<file path="config.mk">
export PLATFORM = sky130hd
export DESIGN_NAME = complex_acc
export DESIGN_NICKNAME = d
export VERILOG_FILES = /design/src/rtl/complex_acc.sv
export SDC_FILE = /design/constraint.sdc
export NUM_CORES = 1
export LEC_CHECK = 0
export BUFFER_PORTS_ARGS = -buffer_cell sky130_fd_sc_hd__buf_4
export CAP_MARGIN = 30
export CORE_MARGIN = 2
export CORE_UTILIZATION = 56
export CTS_BUF_LIST = sky130_fd_sc_hd__clkbuf_16
export DETAILED_ROUTE_END_ITERATION = 10
export PLACE_DENSITY = 0.78
export SYNTH_ARGS = -nofsm -noshare
export SYNTH_HDL_FRONTEND = slang
export SYNTH_SLANG_ARGS = --single-unit
</file>
<file path="constraint.sdc">
create_clock -name clk -period 3.7 [get_ports clk]
set_clock_uncertainty 0.2 [all_clocks]
set_input_delay 0.185 -clock clk [delete_from_list [all_inputs] [get_ports clk]]
set_output_delay 0.185 -clock clk [all_outputs]
set_load 0.01 [all_outputs]
</file>
<file path="src/rtl/complex_acc.sv">
// Complex frame accumulator: sums real/imag parts of FRAME_LEN accepted samples.
// One-cycle result latency; the result is held until out_ready and input stalls meanwhile.
module complex_acc #(
  parameter int FRAME_LEN = 8,
  parameter int ACC_W     = 24
) (
  input  logic             clk,
  input  logic             rst_n,
  input  logic [31:0]      in_data,
  input  logic             in_valid,
  output logic             in_ready,
  input  logic             flush,
  output logic [ACC_W-1:0] out_real,
  output logic [ACC_W-1:0] out_imag,
  output logic             out_ovf,
  output logic             out_valid,
  input  logic             out_ready
);

  localparam int CNT_W = $clog2(FRAME_LEN);
  localparam logic [CNT_W-1:0] LAST = CNT_W'(FRAME_LEN - 1);

  typedef enum logic {ACCUM, HOLD} state_t;

  state_t           state_q, state_d;
  logic [CNT_W-1:0] cnt_q, cnt_d;
  logic [ACC_W-1:0] acc_re_q, acc_re_d, acc_im_q, acc_im_d;
  logic [ACC_W-1:0] out_re_q, out_re_d, out_im_q, out_im_d;
  logic             ovf_q, ovf_d, out_ovf_q, out_ovf_d;

  logic [ACC_W-1:0] re_ext, im_ext, re_sum, im_sum;
  logic             re_ovf, im_ovf;

  assign re_ext = {{(ACC_W-16){in_data[31]}}, in_data[31:16]};
  assign im_ext = {{(ACC_W-16){in_data[15]}}, in_data[15:0]};
  assign re_sum = acc_re_q + re_ext;
  assign im_sum = acc_im_q + im_ext;
  assign re_ovf = (acc_re_q[ACC_W-1] == re_ext[ACC_W-1]) && (re_sum[ACC_W-1] != acc_re_q[ACC_W-1]);
  assign im_ovf = (acc_im_q[ACC_W-1] == im_ext[ACC_W-1]) && (im_sum[ACC_W-1] != acc_im_q[ACC_W-1]);

  always_comb begin
    state_d   = state_q;
    cnt_d     = cnt_q;
    acc_re_d  = acc_re_q;
    acc_im_d  = acc_im_q;
    ovf_d     = ovf_q;
    out_re_d  = out_re_q;
    out_im_d  = out_im_q;
    out_ovf_d = out_ovf_q;
    in_ready  = (state_q == ACCUM);
    out_valid = (state_q == HOLD);
    if (state_q == ACCUM) begin
      // flush wins over a coincident beat, which is dropped
      if (flush) begin
        cnt_d    = '0;
        acc_re_d = '0;
        acc_im_d = '0;
        ovf_d    = 1'b0;
      end else if (in_valid) begin
        if (cnt_q == LAST) begin
          out_re_d  = re_sum;
          out_im_d  = im_sum;
          out_ovf_d = ovf_q | re_ovf | im_ovf;
          cnt_d     = '0;
          acc_re_d  = '0;
          acc_im_d  = '0;
          ovf_d     = 1'b0;
          state_d   = HOLD;
        end else begin
          acc_re_d = re_sum;
          acc_im_d = im_sum;
          ovf_d    = ovf_q | re_ovf | im_ovf;
          cnt_d    = cnt_q + 1'b1;
        end
      end
    end else if (out_ready) begin
      state_d = ACCUM;
    end
  end

  always_ff @(posedge clk) begin
    if (!rst_n) begin
      state_q   <= ACCUM;
      cnt_q     <= '0;
      acc_re_q  <= '0;
      acc_im_q  <= '0;
      ovf_q     <= 1'b0;
      out_re_q  <= '0;
      out_im_q  <= '0;
      out_ovf_q <= 1'b0;
    end else begin
      state_q   <= state_d;
      cnt_q     <= cnt_d;
      acc_re_q  <= acc_re_d;
      acc_im_q  <= acc_im_d;
      ovf_q     <= ovf_d;
      out_re_q  <= out_re_d;
      out_im_q  <= out_im_d;
      out_ovf_q <= out_ovf_d;
    end
  end

  assign out_real = out_re_q;
  assign out_imag = out_im_q;
  assign out_ovf  = out_ovf_q;

endmodule
</file>
# Word level (Yosys, flattened, before mapping)
# Cells that the tools add are included.
# W data, S select, Z words.
dict set report classes {
  addsub 3
  eq_ne 5
  n_mux 17
  bitwise_logic 4
  n_reduce_logical 5
}
# cell count
set op_table {}
lappend op_table {{$mux W24} 6}
lappend op_table {{$add A24 B24 Y24} 2}
lappend op_table {{$mux W3} 3}
lappend op_table {{$mux W1} 8}
lappend op_table {{$reduce_and A4 Y1} 1}
lappend op_table {{$add A3 B1 Y3 const B} 1}
lappend op_table {{$eq A3 B3 Y1 const B} 1}
lappend op_table {{$eq A1 B1 Y1} 2}
lappend op_table {{$logic_and A1 B1 Y1} 2}
lappend op_table {{$ne A1 B1 Y1} 2}
lappend op_table {{$not A1 Y1} 2}
lappend op_table {{$or A1 B1 Y1} 2}
lappend op_table {{$reduce_and A2 Y1} 1}
lappend op_table {{$reduce_bool A2 Y1} 1}
dict set report totals {
  reg_bits 102
  output_inout_bits 51
  wordCells 42
}

# Logic depth before layout (Yosys ltp)
dict set report depth {
  word_depth 8
  depth_mapped 11
}

# Least setup slack after synthesis
# OpenSTA, ideal clock, no wires.
dict set report synth_path {
  path_kind {reg-to-reg}
  from {reg acc_im_q[0]}
  to {reg out_im_q[22] (netlist: out_imag[22])}
  arrival_time_ns 2.439
  t_required_ns 3.430
  path_slack_ns 0.991
  stages_incl_launch_ff 12
  synth_period_minus_slack_ns 2.709
  path_cell_list {dfxtp_1 > ha_1 > inv_1 > fa_1 > nand2b_1 > a21o_1 > a2111oi_2 > or3_1 > nand4_1 > and3b_1 > or3_1 > a21oi_1}
}
dict set report synth_via {
  elab_chain_cells 1
}
# element line
set synth_lines {}
lappend synth_lines {{from (decl)} 27} ;# logic [ACC_W-1:0] acc_re_q, acc_re_d, acc_im_q, acc_im_d;
lappend synth_lines {{from (signal assigned)} 95} ;# acc_im_q <= acc_im_d;
lappend synth_lines {{$add A24 B24 Y24} 37} ;# assign im_sum = acc_im_q + im_ext;
lappend synth_lines {{to (signal assigned)} 98} ;# out_im_q <= out_im_d;
lappend synth_lines {{to (decl)} 28} ;# logic [ACC_W-1:0] out_re_q, out_re_d, out_im_q, out_im_d;
# Every way passes these cells.
# A chain may end at the register's enable or synchronous reset.

# Worst setup path in the final report
# Ends and elaborated chain as after synthesis.

==> flow_summary.json <==
{
  "run_status": "finished clean",
  "ys_dominant_reg_cell": "dfxtp_1",
  "floorplan.rows": 37,
  "crit_chain": "ha_1 -> inv_1 -> fa_1 -> nand2b_1 -> a21o_1 -> a2111oi_2 -> or3_1 -> nand4_1 -> and3b_1 -> or3_1 -> a21oi_1",
  "synthCells": 735,
  "tightest_slew_ns": 0.8574,
  "slew_viol_final": 0,
  "vias": 5616,
  "clk_root_buffer_cell": "clkbuf_16",
  "drc_errors": 0,
  "grt_antenna_before_repair": 0,
  "worst_setup_ep_type": "flip-flop",
  "detailedRoute.firstPassIterationCount": 6,
  "critPathMaxFanout": 3,
  "synth_seq_cells": 102,
  "postSynth.asyncResetShare": 0,
  "critical_path.top_delay_family": "simple AND/OR/NAND/NOR gates",
  "wirelength_mm": 15.01,
  "synthDominantCellAreaShare": 0.3394,
  "flow.area_growth_from_synthesis_pct": 16.53,
  "synth-simple-area-share": 0.1980,
  "last_weighted_congestion_value_of_the_routability_driven_placer": 0.8949,
  "grt_pass1_vias": 5456,
  "synthDistinctLibCells": 60,
  "final_nets": 890,
  "num-fill-cells": 891,
  "hpwl_mm": 10.85,
  "period_minus_slack_ns": 3.028,
  "worst_ep_arrival_time_ns": 3.10,
  "synth_top_family_by_area": "compound AO/OA/AOI/OAI gates",
  "share_comb_of_total_power": 0.186,
  "design.portCount": 88,
  "worst_ep_required_time_ns": 3.77,
  "power.switching_uw": 681.5,
  "cts_repair_resize_count": 0,
  "power.share.switching": 0.2810,
  "placed_area_um2": 6756,
  "place.port_buffers": 87,
  "hold-path-cell-count": 3,
  "antenna_left": 0,
  "critical_path_depth": 11,
  "antennaDiodeCount": 0,
  "postSynthAreaPerCell_um2": 8.186,
  "detailedPlace.worstSlack_ns": 0.7614,
  "cpMaxStageDelayCell": "fa_1",
  "worstRegToRegCells": 11,
  "fp.coreArea_um2": 10370,
  "design_area_um2": 7012,
  "critPathLaunchType": "flip-flop",
  "tritoncts.num_buffers": 9,
  "cts_tree": "built",
  "fin_crit_share": 0.8183,
  "max_freq_ghz": 0.3303,
  "grt_first_pass_wirelength_mm": 24.92,
  "synth_sequential_area_ratio": 0.3394,
  "cpMostUsedCell": "or3_1",
  "die_width_um": 107.7,
  "drt-initial-drc-count": 269,
  "synth_mux_area_frac": 0.003535,
  "initial_utilization": 0.5802,
  "fraction_of_the_mapped_netlist_area_in_adder_cells": 0.1065,
  "worst_ir_drop_vdd_mv": 0.2095,
  "synth_edf_count": 0,
  "power.total_uw": 2425,
  "netlist_area_um2": 6017,
  "vias_per_cell": 5.962,
  "clockBufferDepth": 2,
  "synth-xor-area-share": 0.06654,
  "timing.final.hold_violations": 0,
  "final_critical_path_setup_slack_ns": 0.6721,
  "setup_violations": 0,
  "ctsHtreeMaxLevel": 3,
  "grt_max_degree": 65,
  "ys_top_cells_by_area": "dfxtp_1 34%, ha_1 10%, a21oi_1 6.7%, nand2_1 6.0%, nor2_1 3.9%",
  "netlist.top_cell.by_area": "dfxtp_1",
  "power_internal_uw": 1744,
  "routedLengthMet1_mm": 6.549,
  "synth-warning-count": 0,
  "grt-ovfl-total": 0,
  "grt.total_usage": 0.2653,
  "max_cap_viol_count": 0,
  "design.die.area_um2": 11590,
  "power.static_leakage_uw": 0.002971,
  "clock_sink_count": 102,
  "timing.critical_path.buf_inv": 1,
  "clkPwrFrac": 0.344,
  "clk-insertion-delay-late_ns": 0.35,
  "worst_setup_hold_path_clk_slew_ns": 0.06,
  "pwr-share-seq": 0.469,
  "power.density_nw_per_um2": 345.9,
  "hold_path.class": "in -> reg",
  "yosys.cell_count.top_type": "dfxtp_1",
  "die_height_um": 107.7,
  "topRoutingLayerUsed": "met4",
  "rsz_0062_raised_after_global_routing": "no",
  "wl_met3_um": 903,
  "synth-compound-area-share": 0.2531,
  "synth.top_cells.by_count": "102 x dfxtp_1, 96 x nand2_1, 80 x a21oi_1",
  "totalNegativeSetupSlack_ns": 0,
  "critical-path-max-stage-delay_ns": 0.40,
  "drt-wirelength-per-cell_um": 15.93,
  "worst-setup-path-type": "reg -> reg",
  "synth.net_count": 822,
  "slew-limit-headroom": 0.4270,
  "fraction_of_final_layout_cells_sized_beyond_drive_strength_1": 0.1514,
  "met2_length_mm": 7.180
}
-- registers in the layout, indices dropped and copies added, names as in the netlist --
signal     flops
out_real      24
out_valid      1
ovf_q          1
out_ovf        1
out_imag      24
cnt_q          3
acc_re_q      24
acc_im_q      24
-- metrics by stage --
step	std cells	hold WS, ns	util
CTS	942	0.007149	0.6762
finish	942	0.01598	0.6762
global placement	927	0.2400	0.6515
floorplan	735	0.1666	-
detailed placement	927	0.2489	0.6515
global route	942	0.04101	0.6762
-- kinds of logic (layout without fill, tap and decap cells) --
kind of cell	Yosys count	after routing
flops	102	102
mux	2	2
xor+xnor	44	44
buf+inv	52	123
fa+ha+maj	50	50
simple gates	253	253
compound gates	232	232
-- power by group through the flow --
stage | Combinational [µW] | Clock [µW] | Sequential [µW]
finish | 452 | 835 | 1140
global route | 500 | 878 | 1140
CTS | 446 | 847 | 1140
detailed placement | 442 | 0 | 1160
global placement | 427 | 0 | 1160
floorplan | 329 | 0 | 1160
-- worst reg2reg max path: stages, from the launching register on --
cell and delay (ns):
dfxtp_1 0.34, ha_1 0.21, inv_1 0.07, fa_1 0.40, nand2b_1 0.18, a21o_1 0.19, a2111oi_2 0.40, or3_1 0.24
nand4_1 0.13, and3b_1 0.20, or3_1 0.30, a21oi_1 0.12
-- cell type report --
cell class              instances  area [µm²]  area share
inverters                      13       48.80    0.006959
repair buffers                 96       723.2      0.1031
well taps                     136       170.2     0.02427
clock buffers                   9       225.2     0.03212
multi-input cells             581        3782      0.5394
clock inverters                 5       20.02    0.002855
flip-flops and latches        102        2042      0.2912
-- final timing paths --
| check | startpoint | to | slack (ns) |
|---|---|---|---|
| worst min-delay path | rst_n | ovf_q$_SDFFE_PN0P_ | 0.02 |
| worst min register to register | acc_re_q[15]$_SDFFE_PN0P_ | acc_re_q[15]$_SDFFE_PN0P_ | 0.25 |
| worst max register to register | acc_im_q[0]$_SDFFE_PN0P_ | out_imag[22]$_SDFFE_PN0P_ | 0.67 |
| worst max-delay path | acc_im_q[0]$_SDFFE_PN0P_ | out_imag[22]$_SDFFE_PN0P_ | 0.67 |
-- repair_timing --
item / CTS / global route
endpoints found under the hold margin: 1 / 0
hold buffers: 1 / 0
buffers inserted: 0 / 0
-- per-layer routing --
| layer | vias to the layer above | GRT usage |
|---|---|---|
| li1 | 2779 | - |
| met1 | 2625 | 0.3313 |
| met3 | 32 | 0.03390 |
| met2 | 180 | 0.4533 |
| met5 | - | 0 |
| met4 | 0 | 0.1236 |
-- cells in the final DEF, fill, tap and decap left out, drive strengths merged, types with 14 or more instances in the layout --
master / instances
a21oi: 84
a22oi: 18
buf: 95
dfxtp: 102
ha: 48
inv: 14
nand2: 97
nand3: 22
nor2: 63
o21ai: 46
xnor2: 24
xor2: 19
Power figures use the tool's default switching activity.
